[config.mk]
export PLATFORM = sky130hd
export DESIGN_NAME = riscv_fetch_queue
export DESIGN_NICKNAME = d
export VERILOG_FILES = /design/src/rtl/riscv_fetch_queue_pkg.sv /design/src/rtl/riscv_sync_fifo.sv /design/src/rtl/riscv_fetch_queue.sv
export SDC_FILE = /design/constraint.sdc
export NUM_CORES = 1
export LEC_CHECK = 0
export ABC_AREA = 0
export CELL_PAD_IN_SITES_DETAIL_PLACEMENT = 1
export CELL_PAD_IN_SITES_GLOBAL_PLACEMENT = 1
export CORE_MARGIN = 4
export CORE_UTILIZATION = 40
export DETAILED_ROUTE_END_ITERATION = 10
export PLACE_DENSITY = 0.78
export SLEW_MARGIN = 20
export SYNTH_ARGS = -nofsm -noshare
export SYNTH_HDL_FRONTEND = slang
export SYNTH_SLANG_ARGS = --single-unit
[constraint.sdc]
create_clock -name clock -period 6.25 [get_ports clock]
set_input_delay 1.25 -clock clock [delete_from_list [all_inputs] [get_ports clock]]
set_output_delay 1.25 -clock clock [all_outputs]
set_load 0.01 [all_outputs]
[src/rtl/riscv_fetch_queue_pkg.sv]
//------------------------------------------------------------------------------
// Module   : riscv_fetch_queue_pkg
// Purpose  : Shared constants and types for the RV32 instruction-fetch queue.
//            INSN_WIDTH : instruction word width
//            PC_STEP    : PC increment between sequential fetches
//            INSN_NOP   : canonical NOP (addi x0,x0,0) shown on an empty queue
//            fetch_state_e : fetch FSM states
// Revision : 1.0 - initial release
//------------------------------------------------------------------------------
`default_nettype none

package riscv_fetch_queue_pkg;

  localparam int          INSN_WIDTH = 32;
  localparam int          PC_STEP    = 4;
  localparam logic [31:0] INSN_NOP   = 32'h0000_0013;

  // RUN     : normal streaming fetch
  // DISCARD : waiting out a bus request that a redirect made stale
  typedef enum logic [0:0] {
    ST_RUN     = 1'b0,
    ST_DISCARD = 1'b1
  } fetch_state_e;

endpackage : riscv_fetch_queue_pkg

`default_nettype wire

[src/rtl/riscv_sync_fifo.sv]
//------------------------------------------------------------------------------
// Module   : riscv_sync_fifo
// Purpose  : Synchronous circular-buffer FIFO with wrapping pointers, occupancy
//            count and a single-cycle flush. Storage is registered, so a pushed
//            entry becomes visible at the head one cycle after the push.
// Ports    : clock        in   clock, all state on rising edge
//            reset        in   synchronous active-high reset
//            flush_i      in   empty the FIFO (wins over push/pop)
//            push_i       in   write push_data_i at the tail
//            push_data_i  in   [WIDTH-1:0] entry to write
//            pop_i        in   drop the head entry (no-op when empty)
//            head_data_o  out  [WIDTH-1:0] current head entry
//            count_o      out  occupied entries, 0..DEPTH
// Revision : 1.0 - initial release
//------------------------------------------------------------------------------
`default_nettype none

module riscv_sync_fifo #(
  parameter int WIDTH = 64,
  parameter int DEPTH = 4
) (
  input  logic                         clock,
  input  logic                         reset,
  input  logic                         flush_i,
  input  logic                         push_i,
  input  logic [WIDTH-1:0]             push_data_i,
  input  logic                         pop_i,
  output logic [WIDTH-1:0]             head_data_o,
  output logic [$clog2(DEPTH+1)-1:0]   count_o
);

  localparam int PTR_W = (DEPTH > 1) ? $clog2(DEPTH) : 1;
  localparam int CNT_W = $clog2(DEPTH + 1);
  localparam logic [CNT_W-1:0] C_FULL = CNT_W'(DEPTH);

  logic [WIDTH-1:0] mem_q [DEPTH];
  logic [PTR_W-1:0] wr_ptr_q, wr_ptr_d;
  logic [PTR_W-1:0] rd_ptr_q, rd_ptr_d;
  logic [CNT_W-1:0] count_q, count_d;
  logic             pop_eff;
  logic             push_eff;

  // A pop on an empty FIFO is ignored; a push into a full FIFO only lands
  // when the head is leaving in the same cycle.
  assign pop_eff  = pop_i && (count_q != '0);
  assign push_eff = push_i && ((count_q != C_FULL) || pop_eff);

  always_comb begin
    wr_ptr_d = wr_ptr_q;
    rd_ptr_d = rd_ptr_q;
    count_d  = count_q;
    if (flush_i) begin
      wr_ptr_d = '0;
      rd_ptr_d = '0;
      count_d  = '0;
    end else begin
      // DEPTH is a power of two, so pointers wrap by natural overflow.
      if (push_eff) wr_ptr_d = wr_ptr_q + PTR_W'(1);
      if (pop_eff)  rd_ptr_d = rd_ptr_q + PTR_W'(1);
      case ({push_eff, pop_eff})
        2'b10:   count_d = count_q + CNT_W'(1);
        2'b01:   count_d = count_q - CNT_W'(1);
        default: count_d = count_q;
      endcase
    end
  end

  always_ff @(posedge clock) begin
    if (reset) begin
      wr_ptr_q <= '0;
      rd_ptr_q <= '0;
      count_q  <= '0;
    end else begin
      wr_ptr_q <= wr_ptr_d;
      rd_ptr_q <= rd_ptr_d;
      count_q  <= count_d;
    end
  end

  // Payload storage needs no reset; occupancy tracking guards its use.
  always_ff @(posedge clock) begin
    if (!flush_i && push_eff) begin
      mem_q[wr_ptr_q] <= push_data_i;
    end
  end

  assign head_data_o = mem_q[rd_ptr_q];
  assign count_o     = count_q;

endmodule : riscv_sync_fifo

`default_nettype wire

[src/rtl/riscv_fetch_queue.sv]
//------------------------------------------------------------------------------
// Module   : riscv_fetch_queue
// Purpose  : RV32 instruction-fetch front end. Owns the program counter,
//            drives the instruction bus and buffers up to DEPTH fetched
//            instructions with their PCs so fetch keeps streaming while the
//            downstream stage stalls. Redirects flush the queue.
// Ports    : clock               in   clock
//            reset               in   synchronous active-high reset
//            instruction_address out  fetch address (stable while pending)
//            instruction_read    out  fetch request
//            instruction_data    in   fetched word, valid with ready
//            instruction_ready   in   request completes this cycle
//            redirect            in   flush and restart fetch at redirect_pc
//            redirect_pc         in   new target, bits [1:0] ignored
//            out_valid           out  head entry present
//            out_pc              out  PC of head entry
//            out_instruction     out  head instruction, NOP when empty
//            out_accept          in   consumer pops the head this cycle
//            count               out  occupied entries
// Revision : 1.0 - initial release
//------------------------------------------------------------------------------
`default_nettype none

module riscv_fetch_queue
  import riscv_fetch_queue_pkg::*;
#(
  parameter int                    ADDR_WIDTH = 32,
  parameter int                    DEPTH      = 4,
  parameter logic [ADDR_WIDTH-1:0] RESET_PC   = '0
) (
  input  logic                         clock,
  input  logic                         reset,
  output logic [ADDR_WIDTH-1:0]        instruction_address,
  output logic                         instruction_read,
  input  logic [INSN_WIDTH-1:0]        instruction_data,
  input  logic                         instruction_ready,
  input  logic                         redirect,
  input  logic [ADDR_WIDTH-1:0]        redirect_pc,
  output logic                         out_valid,
  output logic [ADDR_WIDTH-1:0]        out_pc,
  output logic [INSN_WIDTH-1:0]        out_instruction,
  input  logic                         out_accept,
  output logic [$clog2(DEPTH+1)-1:0]   count
);

  localparam int CNT_W   = $clog2(DEPTH + 1);
  localparam int ENTRY_W = ADDR_WIDTH + INSN_WIDTH;
  localparam logic [CNT_W-1:0]      C_FULL = CNT_W'(DEPTH);
  localparam logic [ADDR_WIDTH-1:0] C_STEP = ADDR_WIDTH'(PC_STEP);

  fetch_state_e          state_q, state_d;
  logic [ADDR_WIDTH-1:0] fetch_pc_q, fetch_pc_d;
  logic [ADDR_WIDTH-1:0] target_pc_q, target_pc_d;

  logic [CNT_W-1:0]      fifo_count;
  logic [ENTRY_W-1:0]    fifo_head;
  logic                  fifo_push;
  logic                  fifo_pop;
  logic                  bus_done;
  logic                  bus_pending;
  logic [ADDR_WIDTH-1:0] redirect_target;
  logic                  unused_redirect_lsbs;

  assign redirect_target      = {redirect_pc[ADDR_WIDTH-1:2], 2'b00};
  assign unused_redirect_lsbs = ^redirect_pc[1:0];

  // Full is judged on the registered count only, so out_accept never reaches
  // instruction_read combinationally. Once raised, read cannot drop before
  // ready: count can only fall until this request's own push. In DISCARD the
  // stale request is kept alive until the bus completes it.
  always_comb begin
    instruction_read = 1'b0;
    if (!reset) begin
      instruction_read = (state_q == ST_DISCARD) || (fifo_count != C_FULL);
    end
  end

  assign instruction_address = fetch_pc_q;
  assign bus_done            = instruction_read && instruction_ready;
  assign bus_pending         = instruction_read && !instruction_ready;

  // Redirect overrides both handshakes: its cycle neither pushes nor pops.
  assign fifo_push = (state_q == ST_RUN) && bus_done && !redirect;
  assign fifo_pop  = out_valid && out_accept && !redirect;

  always_comb begin
    state_d     = state_q;
    fetch_pc_d  = fetch_pc_q;
    target_pc_d = target_pc_q;
    if (redirect) begin
      target_pc_d = redirect_target;
      if (state_q == ST_DISCARD) begin
        // Stale request still outstanding; retarget, and if it completes now
        // resume directly at the newest target.
        if (instruction_ready) begin
          fetch_pc_d = redirect_target;
          state_d    = ST_RUN;
        end
      end else if (bus_pending) begin
        state_d = ST_DISCARD;
      end else begin
        fetch_pc_d = redirect_target;
      end
    end else begin
      case (state_q)
        ST_RUN: begin
          if (fifo_push) fetch_pc_d = fetch_pc_q + C_STEP;
        end
        ST_DISCARD: begin
          if (instruction_ready) begin
            fetch_pc_d = target_pc_q;
            state_d    = ST_RUN;
          end
        end
        default: state_d = ST_RUN;
      endcase
    end
  end

  always_ff @(posedge clock) begin
    if (reset) begin
      state_q     <= ST_RUN;
      fetch_pc_q  <= RESET_PC;
      target_pc_q <= RESET_PC;
    end else begin
      state_q     <= state_d;
      fetch_pc_q  <= fetch_pc_d;
      target_pc_q <= target_pc_d;
    end
  end

  riscv_sync_fifo #(
    .WIDTH (ENTRY_W),
    .DEPTH (DEPTH)
  ) u_fifo (
    .clock       (clock),
    .reset       (reset),
    .flush_i     (redirect),
    .push_i      (fifo_push),
    .push_data_i ({fetch_pc_q, instruction_data}),
    .pop_i       (fifo_pop),
    .head_data_o (fifo_head),
    .count_o     (fifo_count)
  );

  assign out_valid       = !reset && (fifo_count != '0);
  assign out_pc          = fifo_head[ENTRY_W-1:INSN_WIDTH];
  assign out_instruction = out_valid ? fifo_head[INSN_WIDTH-1:0] : INSN_NOP;
  assign count           = fifo_count;

endmodule : riscv_fetch_queue

`default_nettype wire

# --- Word level (Yosys, flattened, before mapping) ---
# Memories as Yosys holds them, arrays and structs flattened. A register that Yosys moved wholly into a read port is not among the register bits.
# Index checks and enable logic that the tools add are counted.
op_classes:
  add_sub_neg: 5
  eq_ne: 6
  n_mux: 19
  bitwise_logic: 1
  reduce_logical: 19
ops:
  columns: ["cell", "count"]
  rows:
  - ["$mux 32", 7]
  - ["$pmux 32 s2", 1]
  - ["$add 32x3->32 const B", 1]
  - ["$logic_and 1x1->1", 10]
  - ["$mux 1", 8]
  - ["$ne 3x3->1 const B", 2]
  - ["$pmux 3 s2", 1]
  - ["$add 2x1->2 const B", 2]
  - ["$mux 2", 2]
  - ["$add 3x1->3 const B", 1]
  - ["$logic_not 1->1", 3]
  - ["$ne 3x2->1 const B", 1]
  - ["$reduce_and 3->1", 1]
  - ["$reduce_bool 3->1", 1]
  - ["$sub 3x1->3 const B", 1]
  - ["$eq 2x1->1 const B", 1]
  - ["$eq 2x2->1 const B", 1]
  - ["$logic_or 1x1->1", 2]
  - ["$ne 2x2->1 const B", 1]
  - ["$reduce_bool 2->1", 1]
  - ["$reduce_or 2->1", 1]
  - ["$not 1->1", 1]
totals:
  reg_bits: 70
  ram_bits: 256
  input_bits: 69
  wordCells: 57
  n_memories: 1
mem_list:
  columns: ["memory", "depth", "width", "read_ports", "rd_ports_with_merged_regs", "wr", "line_no", "text"]
  rows:
  - ["u_fifo.mem_q", 4, 64, 1, 1, 1, "riscv_sync_fifo.sv:36", "logic [WIDTH-1:0] mem_q [DEPTH];"]

# --- Longest topological paths before layout ---
# Gate-level depths: netlist (run 1).
logic_depth:
  word_depth: 10
  mapped_depth: 10

# --- Modules after synthesis ---
# From an unflattened synthesis (run 1), not the netlist that was laid out.
hier_totals:
  hier_cells: 858
  area_unflattened_um2: 13482.9
by_module_without_submodules:
  columns: ["module", "instances", "cells_each", "area_per_inst_um2", "seq_area_each_um2"]
  rows:
  - ["riscv_sync_fifo", 1, 400, 9829.4, 7867.5]
  - ["riscv_fetch_queue", 1, 458, 3653.5, 1221.2]

# --- Worst setup path before layout (run 1) ---
# Ideal clock, no wire load.
synth_path:
  path_type: "input -> register"
  start: "input redirect"
  end: "memory u_fifo.mem_q[0][0], enable pin"
  setup_ns: 0.427
  arrival_ns: 3.420
  setup_slack_ns: 2.403
  path_stages: 4
  path_cell_list: "buf_2 > nor2_1 > clkbuf_1 > and3_1"
synth_between:
  elab_chain_len: 8
  elab_cells_between_ends: 9
  cone_classes: "mux: 2; reduce/logical: 7"
synth_lines:
  columns: ["item", "line_no", "text"]
  rows:
  - ["start: declaration", "riscv_fetch_queue.sv:37", "input logic redirect,"]
  - ["$logic_not 1->1 *", "riscv_sync_fifo.sv:82, riscv_fetch_queue.sv:83, riscv_fetch_queue.sv:84", null]
  - ["$logic_and 1x1->1", "riscv_fetch_queue.sv:84", "assign fifo_pop = out_valid && out_accept && !redirect;"]
  - ["$logic_and 1x1->1", "riscv_sync_fifo.sv:45", "assign pop_eff = pop_i && (count_q != '0);"]
  - ["$logic_or 1x1->1", "riscv_sync_fifo.sv:46", "assign push_eff = push_i && ((count_q != C_FULL) || pop_eff);"]
  - ["$logic_and 1x1->1", "riscv_sync_fifo.sv:46", null]
  - ["$logic_and 1x1->1 *", "riscv_sync_fifo.sv:82", "if (!flush_i && push_eff) begin"]
  - ["$mux 1 *", "riscv_sync_fifo.sv:82", null]
  - ["$mux 1 (not written as such) *", "riscv_sync_fifo.sv:83", "mem_q[wr_ptr_q] <= push_data_i;"]
  - ["end: declaration", "riscv_sync_fifo.sv:36", null]
# Every way passes the cells marked *; elsewhere a longest branch is shown, timed or not.

==> flow_summary.yaml, run 1 <==
run_status:
  outcome: "completed"
worst_setup_path:
  critPathMaxFanout: 24
  slowest_delay_ns: 0.65
  critical_path.cell_chain: "buf_4 -> mux4_2 -> nor2b_1 -> clkdlybuf4s50_1"
  critPathBufInv: 2
  arrival_ns: 2.94
  timing.critical_path.from_type: "flop"
  crit_required_ns: 5.00
  worst_setup_path_end_kind: "output pin"
  slowest_stage: "dfxtp_4"
  timing.setup.critical_path_class: "reg -> out"
  crit_family: "buffers and inverters"
grt:
  grt_first_pass_wirelength_um: 49020
  grt_antenna_before_repair: 0
  groute.usage.overall_pct: 17.59
  globalRouteOverflowTotal: 0
  grt_max_degree: 67
  grt_pass1_vias: 8495
clock_network:
  insertion_delay_ns: 0.51
  clock_transition_time_at_the_flip_flop_clock_pins_of_the_worst_setup_and_hold_paths_ns: 0.06
  cts.path.max_buffers: 3
  cts_inserted_buffers: 37
  postCtsHoldBufs: 0
  tritoncts: "built"
  cts_resized: 0
  clock_tree.htree_level_count: 2
  numClockSinks: 318
  cts.repair_timing.setup_buffer_count: 0
  ctsRootBufferMaster: "clkbuf_16"
place:
  global_placement_routability_congestion: 0.8105
  place.port_buffers: 163
  hpwlAfterDp_um: 20130
  placedCellCount: 1397
  placedInstanceArea_um2: 15020
timing:
  timing.slew.headroom_pct: 29.79
  post-route-min-period_ns: 4.187
  timing_max_transition_violations_final: 0
  finalClockSkew_ns: 0.01005
  setup_viol_count_final: 0
  timing.fmax_ghz: 0.2388
  setup-tns-final_ns: 0
  worst-slew-pin-transition_ns: 1.046
  unrepaired_setup_endpoints_after_global_routing: "no"
  finalHoldViolCount: 0
  fin_crit_sh_pct: 66.99
routing:
  topRoutingLayerUsed: "met4"
  routed_wirelength_um: 31750
  wire_per_inst_um: 21.67
  vias_after_detailed_routing: 7763
  drt_iter0_markers: 386
  post-route-drc-count: 0
  route.layer.met1.wl_um: 13800
  detailedRoute.firstPassIterationCount: 8
  met3_length_um: 1986
  antenna_violating_nets_left: 0
  vias_per_cell: 5.299
  detailroute.wirelength.met2_um: 15450
yosys:
  ys.warnings.count: 0
  synth_common_cells: "248 x edfxtp_1, 70 x dfxtp_1, 62 x mux4_2"
  synthTopCellsByArea: "edfxtp_1 57%, dfxtp_1 11%, mux4_2 11%, mux2i_1 2.0%, a21oi_1 1.6%"
  most_repeated_cell_in_the_gate_level_netlist_after_synthesis: "edfxtp_1"
  synth_top_area_cell: "edfxtp_1"
  postSynthRegisterBits: 318
  synth_flop_cell: "edfxtp_1"
  post_synth_num_cell_types: 64
  synth_top_area_share_pct: 57.26
  synth.cell_area_um2: 13010
  synth_cells: 843
  synth_edf_count: 248
  avg_cell_area_syn_um2: 15.43
  share_of_synthesized_flip_flops_with_an_asynchronous_set_or_reset_pct: 0
  synth-seq-area-share_pct: 68.03
layout:
  finish.instance_area_um2: 16200
  synthToLayoutAreaGrowth_pct: 24.58
  layout-drive-gt1-share_pct: 14.38
  final_core_utilization_pct: 50.95
  final_cells: 1465
  fillers: 3084
  nets: 1077
flow_run:
  drv_cap: 0
power:
  power.ir.vdd_worst_mv: 0.1857
  cellLeakagePower_nw: 5.230
  cellPowerDensity_nw_per_um2: 290.9
die:
  placeableCoreArea_um2: 31800
  floorplan.initialDensity_pct: 40.90
  number_of_placement_rows: 65
  die_w_um: 188.3
  die_area_um2: 35460
  dieHeight_um: 188.3
  io_pins: 170
min_path:
  hold_path.class: "reg -> reg"
## area by class of cell
| cell class | count | area, µm² | share of cell area [%] |
|---|---|---|---|
| sequential | 318 | 8856 | 54.66 |
| clock buffer | 50 | 1045 | 6.448 |
| timing repair buffer | 170 | 1674 | 10.33 |
| antenna | 1 | 2.502 | 0.01544 |
| tap | 435 | 544.3 | 3.359 |
| clock inverter | 17 | 135.1 | 0.8340 |
| inverter | 21 | 78.83 | 0.4865 |
| multi-input combinational | 453 | 3867 | 23.87 |
## logic make-up (layout without fill, tap and decap cells)
family | Yosys count | after routing | share of synthesized area [%]
AO/OA/AOI/OAI | 141 | 141 | 6.965
XOR/XNOR | 11 | 11 | 0.7407
adder cells (fa/ha/maj) | 7 | 7 | 0.7311
buffers and inverters | 75 | 258 | 2.472
flip-flops | 318 | 318 | 68.03
multiplexers | 88 | 88 | 12.74
other | 1 | 5 | 0.02883
AND/OR/NAND/NOR | 202 | 202 | 8.292
## state kept, by name (all words and copies together) (netlist names), named ones only
register and count:
u_fifo.mem_q 248, instruction_address 30, target_pc_q 30, u_fifo.count_o 3
u_fifo.rd_ptr_q 2, u_fifo.wr_ptr_q 2, state_q 1
## per-layer routing
layer / global-route usage (%) / vias to the layer above
met4: 3.672 / 0
li1: - / 3595
met5: 0 / -
met1: 23.55 / 3911
met3: 3.390 / 44
met2: 30.22 / 213
## cells in the final DEF, fill, tap and decap left out, types with 4 or more instances in the layout
cell type	instances
edfxtp_1	248
clkdlybuf4s50_1	161
dfxtp_1	68
mux4_2	62
nor2_1	52
nand2_1	42
a21oi_1	42
o21ai_0	39
clkbuf_16	39
nor2b_1	31
mux2i_1	26
inv_1	20
nor3_1	13
nand3_1	11
clkinv_2	11
nand4_1	9
a31oi_1	8
nor4_1	8
clkbuf_1	7
buf_4	7
or3_1	6
xor2_1	6
ha_1	6
xnor2_1	5
and4_1	5
a2bb2oi_1	5
and3_4	4
and2_1	4
o31a_1	4
a22o_1	4
a211oi_1	4
a22oi_1	4
o41ai_1	4
conb_1	4
## power by group
part           internal, mW  total (mW)  leakage, nW  switching [mW]
Combinational         0.131       0.268         1.76           0.137
Sequential             2.32        2.38         2.88          0.0563
Clock                  1.26        2.07        0.593           0.810
Total                  3.71        4.71         5.23            1.00
## worst paths after layout
kind	endpoint	startpoint	cells after the start	slack, ns
min	target_pc_q[3]	target_pc_q[3]	2	0.47
max	out_instruction[18]	flop	4	2.06
min reg2reg	target_pc_q[3]	target_pc_q[3]	2	0.47
max reg2reg	u_fifo.count_o[2]	u_fifo.count_o[0]	10	3.32
## through the flow
step	worst slack [ns]	hold WS, ns	total power [mW]
floorplan	2.403	0.4363	2.537
global route	1.848	0.4841	4.897
finish	2.063	0.4669	4.714
detailed placement	2.078	0.4560	2.694
CTS	1.932	0.4651	4.775
global placement	2.204	0.4445	2.680
## tightest hold or removal path, delay by kind of cell (launching register included)
kind,cells,cell delay (ns)
flops,1,0.31
simple gates,1,0.06
compound gates,1,0.05
Power figures use the tool's default switching activity.
==> inputs of run 2 (changes only) <==
==> constraint.sdc (replaced) <==
create_clock -name clock -period 4.08 [get_ports clock]
set_input_delay 0.816 -clock clock [delete_from_list [all_inputs] [get_ports clock]]
set_output_delay 0.816 -clock clock [all_outputs]
set_load 0.01 [all_outputs]
==> run 2 against run 1 <==
  * Sequential share of layout area is 0.51 points lower
  * Die area stayed put
  * Global-route usage is 0.23 points higher
  * Worst hold slack worse by 0.0045 ns
  * Final cell count is 0.82% higher
  * Sequential power is 53% higher
  * Clock-buffer cell count is 8 lower
  * Routed wire length is 1.0% higher
  * Sequential cell count stayed put
  * Clock skew is 0.0050 ns higher
  * Register-to-register slack worse by 1.9 ns
  * Critical path type unchanged
  * Critical endpoint is now out_instruction[21]
==> flow_summary.yaml, run 2 (synthesized netlist as in run 1, its figures left out) <==
layout:
  final_core_utilization_pct: 51.44
  nets: 1091
  mostFrequentLayoutCell: "edfxtp_1"
  layout-drive-gt1-share_pct: 15.27
  registers.top_by_ff_count: "u_fifo.mem_q"
  finish.instance_area_um2: 16360
  synthToLayoutAreaGrowth_pct: 25.76
  fillers: 3056
  final_cell_mix: "248 x edfxtp_1, 161 x clkdlybuf4s50_1, 68 x dfxtp_1"
  final_cells: 1477
  largest_reg_flops: 248
worst_setup_path:
  critical_path.cell_chain: "buf_4 -> mux4_2 -> nor2b_1 -> clkdlybuf4s50_1"
  slowest_stage: "dfxtp_4"
  rrSetupSlack_ns: 1.44
  crit_family: "buffers and inverters"
  critPathMaxFanout: 30
  worst-r2r-cell-count: 6
  worstReg2RegStart: "state_q"
  timing.setup.critical_path_class: "reg -> out"
  crit_required_ns: 3.26
  slowest_delay_ns: 0.77
  worst_setup_path_end_kind: "output pin"
  crit-reg2reg-capture: "instruction_address[26]"
  arrival_ns: 2.81
  timing.critical_path.from_type: "flop"
  critPathBufInv: 2
timing:
  post-route-min-period_ns: 3.622
  worst-slew-pin-transition_ns: 0.7463
  timing.slew.headroom_pct: 49.87
  timing.fmax_ghz: 0.2761
  setup_viol_count_final: 0
  whs_ns: 0.4624
  fin_crit_sh_pct: 88.78
  setup-tns-final_ns: 0
  finalHoldViolCount: 0
  unrepaired_setup_endpoints_after_global_routing: "no"
  finalClockSkew_ns: 0.01510
  worst_slack_ns: 0.4578
  timing_max_transition_violations_final: 0
routing:
  vias_per_cell: 5.418
  routed_wirelength_um: 32080
  post-route-drc-count: 0
  wire_per_inst_um: 21.72
  detailedRoute.firstPassIterationCount: 4
  vias_after_detailed_routing: 8002
  antenna_violating_nets_left: 0
  drt_iter0_markers: 465
die:
  placeableCoreArea_um2: 31800
  io_pins: 170
  floorplan.initialDensity_pct: 40.90
  number_of_placement_rows: 65
  die_w_um: 188.3
  die_area_um2: 35460
  dieHeight_um: 188.3
flow_run:
  drv_cap: 0
run_status:
  outcome: "completed"
min_path:
  worst_hold_path.num_cells: 2
  min_from: "target_pc_q[8]"
  hold_path.class: "reg -> reg"
  timing.hold.worst_endpoint: "target_pc_q[8]"
grt:
  groute.usage.overall_pct: 17.82
  grt_antenna_before_repair: 0
  grt_first_pass_wirelength_um: 49780
  grt_max_degree: 56
  grt_pass1_vias: 8397
  globalRouteOverflowTotal: 0
power:
  cellLeakagePower_nw: 5.294
  cellPowerDensity_nw_per_um2: 438.0
  power.ir.vdd_worst_mv: 0.2596
  power.total_mw: 7.165
clock_network:
  clock_tree.htree_level_count: 2
  postCtsHoldBufs: 0
  cts.path.max_buffers: 3
  numClockSinks: 318
  cts.repair_timing.setup_buffer_count: 0
  cts_inserted_buffers: 36
  cts_resized: 0
  insertion_delay_ns: 0.51
  ctsRootBufferMaster: "clkbuf_16"
  clock_transition_time_at_the_flip_flop_clock_pins_of_the_worst_setup_and_hold_paths_ns: 0.06
  tritoncts: "built"
place:
  place.port_buffers: 163
  global_placement_routability_congestion: 0.8186
  hpwlAfterDp_um: 21380
  placedCellCount: 1412
  placedInstanceArea_um2: 15210
  dp_slack_ns: 0.8652
run 2: changes by cell type in the layout (fill, tap and decap cells not counted), sizes merged:
cell,change
clkinvlp,+2
buf,+15
bufinv,+1
inv,-1
clkinv,+3
clkbuf,-8
run 2: worst register-to-register path, cell delays in order (launching register included):
cell	delay, ns
dfxtp_1	0.46
buf_4	0.42
nor2b_1	0.19
or3_1	0.42
nand2_2	0.55
o21ai_0	0.24
a211oi_1	0.27
run 2: worst max-delay path by stage:
stage	to	slack, ns	depth (start not counted)
floorplan	u_fifo.mem_q[0][0]	0.67	4
global placement	out_instruction[29]	0.90	4
detailed placement	u_fifo.count_o[2]	0.87	12
CTS	out_instruction[21]	0.36	4
global route	out_instruction[21]	0.27	4
finish	out_instruction[21]	0.46	4
run 2: cell type report:
cell class / count / area (µm²) / area share [%]
Clock inverter: 22 / 201.4 / 1.232
Multi-Input combinational cell: 453 / 3867 / 23.64
Tap cell: 435 / 544.3 / 3.327
Clock buffer: 42 / 944.7 / 5.775
Sequential cell: 318 / 8856 / 54.14
Timing Repair Buffer: 185 / 1862 / 11.38
Inverter: 21 / 78.83 / 0.4819
Antenna cell: 1 / 2.502 / 0.01530
run 2: per-layer routing:
metal | global-route usage (%) | share of wire [%] | vias to the layer above | wire length [µm]
li1 | - | - | 3625 | -
met1 | 25.20 | 45 | 4084 | 14460
met2 | 28.63 | 47 | 245 | 15020
met3 | 3.631 | 5.8 | 48 | 1852
met4 | 4.456 | 2.3 | 0 | 733
met5 | 0 | 0 | - | 0
run 2: power breakdown:
part	internal, mW	total (mW)	switching, mW
sequential	3.56	3.65	0.0885
combinational	0.205	0.417	0.211
clock	1.85	3.10	1.25
